`config.mk`:
```
export PLATFORM = sky130hd
export DESIGN_NAME = mem_arbiter
export DESIGN_NICKNAME = d
export VERILOG_FILES = /design/src/rtl/mem_arbiter.sv
export SDC_FILE = /design/constraint.sdc
export NUM_CORES = 1
export LEC_CHECK = 0
export CORE_ASPECT_RATIO = 0.7
export CORE_MARGIN = 10
export CORE_UTILIZATION = 36
export CTS_CLUSTER_SIZE = 20
export DETAILED_ROUTE_END_ITERATION = 10
export GPL_TIMING_DRIVEN = 0
export PLACE_DENSITY = 0.86
export SLEW_MARGIN = 20
export SYNTH_ARGS = -nofsm -noshare
export SYNTH_HDL_FRONTEND = slang
export SYNTH_SLANG_ARGS = --single-unit
```
`constraint.sdc`:
```
create_clock -name i_clk -period 2.8 [get_ports i_clk]
set_input_delay 0.28 -clock i_clk [delete_from_list [all_inputs] [get_ports i_clk]]
set_output_delay 0.28 -clock i_clk [all_outputs]
set_load 0.02 [all_outputs]
```
`src/rtl/mem_arbiter.sv`:
```
// mem_arbiter: shares one synchronous data-memory port between the LSU
// (port 0) and the debug/program loader (port 1). One transaction at a
// time: handshake in IDLE, one-cycle memory strobe in ISSUE, fixed read
// latency in WAIT, then a one-cycle response pulse to the owner.
//
// Parameters: ADDR_W address width, DATA_W data width (byte mask is
//   DATA_W/8), MEM_LAT memory read latency in cycles (1..4).
// Ports:
//   i_clk, i_rst            clock, async active-high reset
//   i_reqN_*                request valid/addr/wren/wdata/bmask, N=0,1
//   o_reqN_rdy              request accepted this cycle (IDLE only)
//   o_rspN_vld/_rdata       response pulse and load data (0 for stores)
//   o_mem_*                 memory strobe and fields (0 when not strobing)
//   i_mem_rdata             memory read data, MEM_LAT cycles after o_mem_en
//   o_busy, o_grant         transaction in flight / one-hot owner
// Build option: define MEM_ARB_ROUND_ROBIN_EN for round-robin arbitration
//   on conflict; otherwise port 0 has fixed priority.

module mem_arbiter #(
    parameter int ADDR_W  = 32,
    parameter int DATA_W  = 32,
    parameter int MEM_LAT = 1
) (
    input  logic                i_clk,
    input  logic                i_rst,

    input  logic                i_req0_vld,
    output logic                o_req0_rdy,
    input  logic [ADDR_W-1:0]   i_req0_addr,
    input  logic                i_req0_wren,
    input  logic [DATA_W-1:0]   i_req0_wdata,
    input  logic [DATA_W/8-1:0] i_req0_bmask,
    output logic                o_rsp0_vld,
    output logic [DATA_W-1:0]   o_rsp0_rdata,

    input  logic                i_req1_vld,
    output logic                o_req1_rdy,
    input  logic [ADDR_W-1:0]   i_req1_addr,
    input  logic                i_req1_wren,
    input  logic [DATA_W-1:0]   i_req1_wdata,
    input  logic [DATA_W/8-1:0] i_req1_bmask,
    output logic                o_rsp1_vld,
    output logic [DATA_W-1:0]   o_rsp1_rdata,

    output logic                o_mem_en,
    output logic                o_mem_wren,
    output logic [ADDR_W-1:0]   o_mem_addr,
    output logic [DATA_W-1:0]   o_mem_wdata,
    output logic [DATA_W/8-1:0] o_mem_bmask,
    input  logic [DATA_W-1:0]   i_mem_rdata,

    output logic                o_busy,
    output logic [1:0]          o_grant
);

    localparam int BM_W = DATA_W / 8;
    localparam logic [1:0] CNT_LOAD = 2'(MEM_LAT - 1);

    typedef enum logic [1:0] {
        IDLE,
        ISSUE,
        WAIT
    } state_t;

    state_t            state;
    state_t            state_nxt;
    logic [1:0]        cnt;
    logic [1:0]        cnt_nxt;

    logic              owner;
    logic              cap_wren;
    logic [ADDR_W-1:0] cap_addr;
    logic [DATA_W-1:0] cap_wdata;
    logic [BM_W-1:0]   cap_bmask;

    logic              sel;
    logic              hs;
    logic              rsp_fire;

    // sel = 1 picks port 1
`ifdef MEM_ARB_ROUND_ROBIN_EN
    logic last;

    // on conflict, grant the port that did not win the previous handshake
    always_comb begin
        if (i_req0_vld && i_req1_vld) begin
            sel = ~last;
        end else begin
            sel = ~i_req0_vld;
        end
    end

    always_ff @(posedge i_clk or posedge i_rst) begin
        if (i_rst) begin
            last <= 1'b1;
        end else if (hs) begin
            last <= sel;
        end
    end
`else
    always_comb begin
        sel = ~i_req0_vld;
    end
`endif

    always_comb begin
        state_nxt  = state;
        cnt_nxt    = cnt;
        o_req0_rdy = 1'b0;
        o_req1_rdy = 1'b0;
        hs         = 1'b0;
        rsp_fire   = 1'b0;
        unique case (state)
            IDLE: begin
                // reset masks the handshake so every output reads 0
                if ((i_req0_vld || i_req1_vld) && !i_rst) begin
                    o_req0_rdy = ~sel;
                    o_req1_rdy = sel;
                    hs         = 1'b1;
                    state_nxt  = ISSUE;
                end
            end
            ISSUE: begin
                cnt_nxt   = CNT_LOAD;
                state_nxt = WAIT;
            end
            WAIT: begin
                if (cnt == 2'd0) begin
                    rsp_fire  = 1'b1;
                    state_nxt = IDLE;
                end else begin
                    cnt_nxt = cnt - 2'd1;
                end
            end
            default: begin
                state_nxt = IDLE;
            end
        endcase
    end

    always_ff @(posedge i_clk or posedge i_rst) begin
        if (i_rst) begin
            state <= IDLE;
            cnt   <= 2'd0;
        end else begin
            state <= state_nxt;
            cnt   <= cnt_nxt;
        end
    end

    always_ff @(posedge i_clk or posedge i_rst) begin
        if (i_rst) begin
            owner     <= 1'b0;
            cap_wren  <= 1'b0;
            cap_addr  <= '0;
            cap_wdata <= '0;
            cap_bmask <= '0;
        end else if (hs) begin
            owner     <= sel;
            cap_wren  <= sel ? i_req1_wren  : i_req0_wren;
            cap_addr  <= sel ? i_req1_addr  : i_req0_addr;
            cap_wdata <= sel ? i_req1_wdata : i_req0_wdata;
            cap_bmask <= sel ? i_req1_bmask : i_req0_bmask;
        end
    end

    assign o_mem_en    = (state == ISSUE);
    assign o_mem_wren  = o_mem_en & cap_wren;
    assign o_mem_addr  = o_mem_en ? cap_addr  : '0;
    assign o_mem_wdata = o_mem_en ? cap_wdata : '0;
    assign o_mem_bmask = o_mem_en ? cap_bmask : '0;

    // both derive only from registers, so they move one cycle after handshake
    assign o_busy  = (state != IDLE);
    assign o_grant = o_busy ? {owner, ~owner} : 2'b00;

    assign o_rsp0_vld   = rsp_fire & ~owner;
    assign o_rsp1_vld   = rsp_fire & owner;
    assign o_rsp0_rdata = (o_rsp0_vld && !cap_wren) ? i_mem_rdata : '0;
    assign o_rsp1_rdata = (o_rsp1_vld && !cap_wren) ? i_mem_rdata : '0;

endmodule

```
==> results.cfg <==
[run_status]
outcome = finished clean

[cts]
clock_sinks = 74
cts_tree = done
ctsLongestPathBuffers = 2
numCtsBuffers = 9
h-tree-depth = 3
postCtsHoldBufs = 0
ctsRootBufferMaster = clkbuf_16
clkTransAtPathRegs_ns = 0.06
worstSkewPairLatency_ns = 0.33

[cells_and_area]
multi_input_area_sq_um = 2570
fin_cells = 899
seq_area_sq_um = 1850
post-route-util_pct = 66.7
drive_above_1_share_pct = 25.1
num-fill-cells = 959
fin_area_sq_um = 8310
n_antenna_cell = 0
syn_to_final_growth_pct = 81.0
final_nets = 908

[synth]
yosysWarnings = 0
ys_seq_area_share_pct = 40.3
ys_ff_latch = 74
ys_types = 26
synth_edf_count = 0
synth_top_area_share_pct = 40.3
async_flop_share_pct = 100
syn_area_sq_um = 4590
synth-main-ff-cell = dfrtp_1
synth_cells = 405
ys_top_cells_by_count = and2_1 (133), mux2_2 (129), dfrtp_1 (74), clkbuf_1 (22), mux2_1 (9)
postSynthAreaPerCell_sq_um = 11.3
yosysTopAreaCell = dfrtp_1
yosysMostFrequentCell = and2_1
synth_area_leaders = dfrtp_1 (40%), mux2_2 (32%), and2_1 (18%)
synth_fp_nets = 580

[die]
boundaryPins = 315
start_util_pct = 36.8
num_rows = 34
core_area_sq_um = 12500
dieArea_sq_um = 17700
dieHeight_um = 114
fp.dieW_um = 155

[power]
peakVddDrop_mv = 0.287
pwr_density_cell_nw_per_um2 = 501
p_total_mw = 4.17
leakage_nw = 3.94

[run]
cap_violations = 0

[sta]
relSlewSlack_pct = 56.6
fmax_mhz = 381
worstMarginPinSlew_ns = 0.650
period_share_pct = 93.7
layout_min_cycle_time_ns = 2.62
skew_ns = 0.00672
holdWs_ns = 0.451
hold_violations = 0
fin_ws_ns = 0.178
finalSetupTns_ns = 0
setup_viol = 0
slew_violations = 0

[setup_path]
worstPathArrival_ns = 2.34
crit_path_start_kind = flop
worstReg2RegEnd = cap_addr[9]
r2r.worst_path.cells = 6
cp.required_ns = 2.52
rr_startpoint = state[0]
cp-end-kind = output port
rrSetupSlack_ns = 0.78
crit_path_max_fanout = 10
critPathKind = reg -> out

[placement]
dpl_cell_area_sq_um = 7950
post-dp-hpwl_mm = 15.8
dp_cells = 881
io_buffer_count = 313
routabilityCongestion = 0.876
pre_cts_ws_ns = 0.00168

[drt]
final_antenna_net_count = 0
vias_per_cell = 4.73
totalWireLength_mm = 19.0
first_pass_iters = 4
dr_total_vias = 4256
drc_errors = 0
drtIter0Drc = 243
routedWlPerCell_um = 21.1

[global_routing]
grt_pass1_vias = 4658
grt_max_degree = 42
grt_use_total_pct = 20.1
grt_pass1_wl_mm = 28.1
gr-total-overflow = 0
antenna_found_initial = 0

[min_path]
hold_path_class = in -> async
-- flip-flops by register name, summed over array words and instances, names as in the netlist --
signal,flops
cap_addr,32
cap_wdata,32
cap_bmask,4
cnt,2
state,2
cap_wren,1
owner,1
-- metal layers --
layer	vias up	global-route usage [%]	routed length, um
li1	2023	-	-
met1	2055	24.6	7930
met2	168	35.3	9750
met3	10	5.07	1150
met4	0	3.52	138
met5	-	0	0
-- cell families after synthesis --
group | Yosys count | synth area share (%)
AO/OA/AOI/OAI | 5 | 0.818
flip-flops | 74 | 40.3
AND/OR/NAND/NOR | 150 | 20.4
multiplexers | 139 | 34.1
adder cells (fa/ha/maj) | 1 | 0.272
buffers and inverters | 36 | 4.11
-- final cells by class --
type	count	area share, %
Buffer	30	2.30
Clock buffer	10	2.87
Clock inverter	5	0.948
Inverter	6	0.301
Multi-Input combinational cell	295	31.0
Sequential cell	74	22.3
Tap cell	162	2.44
Timing Repair Buffer	317	37.9
-- cells in the final DEF (no fill, tap or decap), types with 2 or more instances in the layout --
cell type	count
buf_4	3
bufinv_16	2
a22o_1	2
clkinv_2	2
nor2_1	5
inv_1	4
mux2_1	9
mux2_2	129
clkbuf_1	10
dlymetal6s2s_1	24
and2_1	133
clkbuf_4	4
clkbuf_2	18
clkdlybuf4s50_1	251
dlygate4sd2_1	28
dfrtp_1	74
buf_6	7
nor3_4	3
clkbuf_16	9
-- critical path: stages, from the launching register on --
cell,delay [ns]
dfrtp_1,0.31
buf_2,0.19
nor2b_1,0.15
clkbuf_2,0.22
clkbuf_1,0.32
and2_1,0.18
clkdlybuf4s50_1,0.63
-- report_power, final --
part	switching [mW]	total, mW	internal [mW]	leakage (nW)
Sequential	0.133	1.48	1.35	0.873
Combinational	0.612	1.45	0.838	2.91
Clock	0.438	1.24	0.798	0.158
Total	1.18	4.17	2.98	3.94
-- worst max path at each step --
stage	startpoint	endpoint	depth (start not counted)
finish	state[0]	o_mem_addr[7]	6
global route	cnt[0]	o_rsp1_rdata[1]	8
CTS	cnt[0]	o_rsp0_rdata[20]	7
detailed placement	cnt[0]	o_rsp1_rdata[14]	7
global placement	i_rst	o_req0_rdy	4
floorplan	i_rst	o_req0_rdy	2
-- repair_timing --
item,in CTS,in global routing
setup buffers,2,1
endpoints found under the setup margin,109,55
gates resized for setup,51,58
gates cloned,0,0
pin swaps,1,1
endpoints found under the hold margin,0,0
Power figures use the tool's default switching activity.
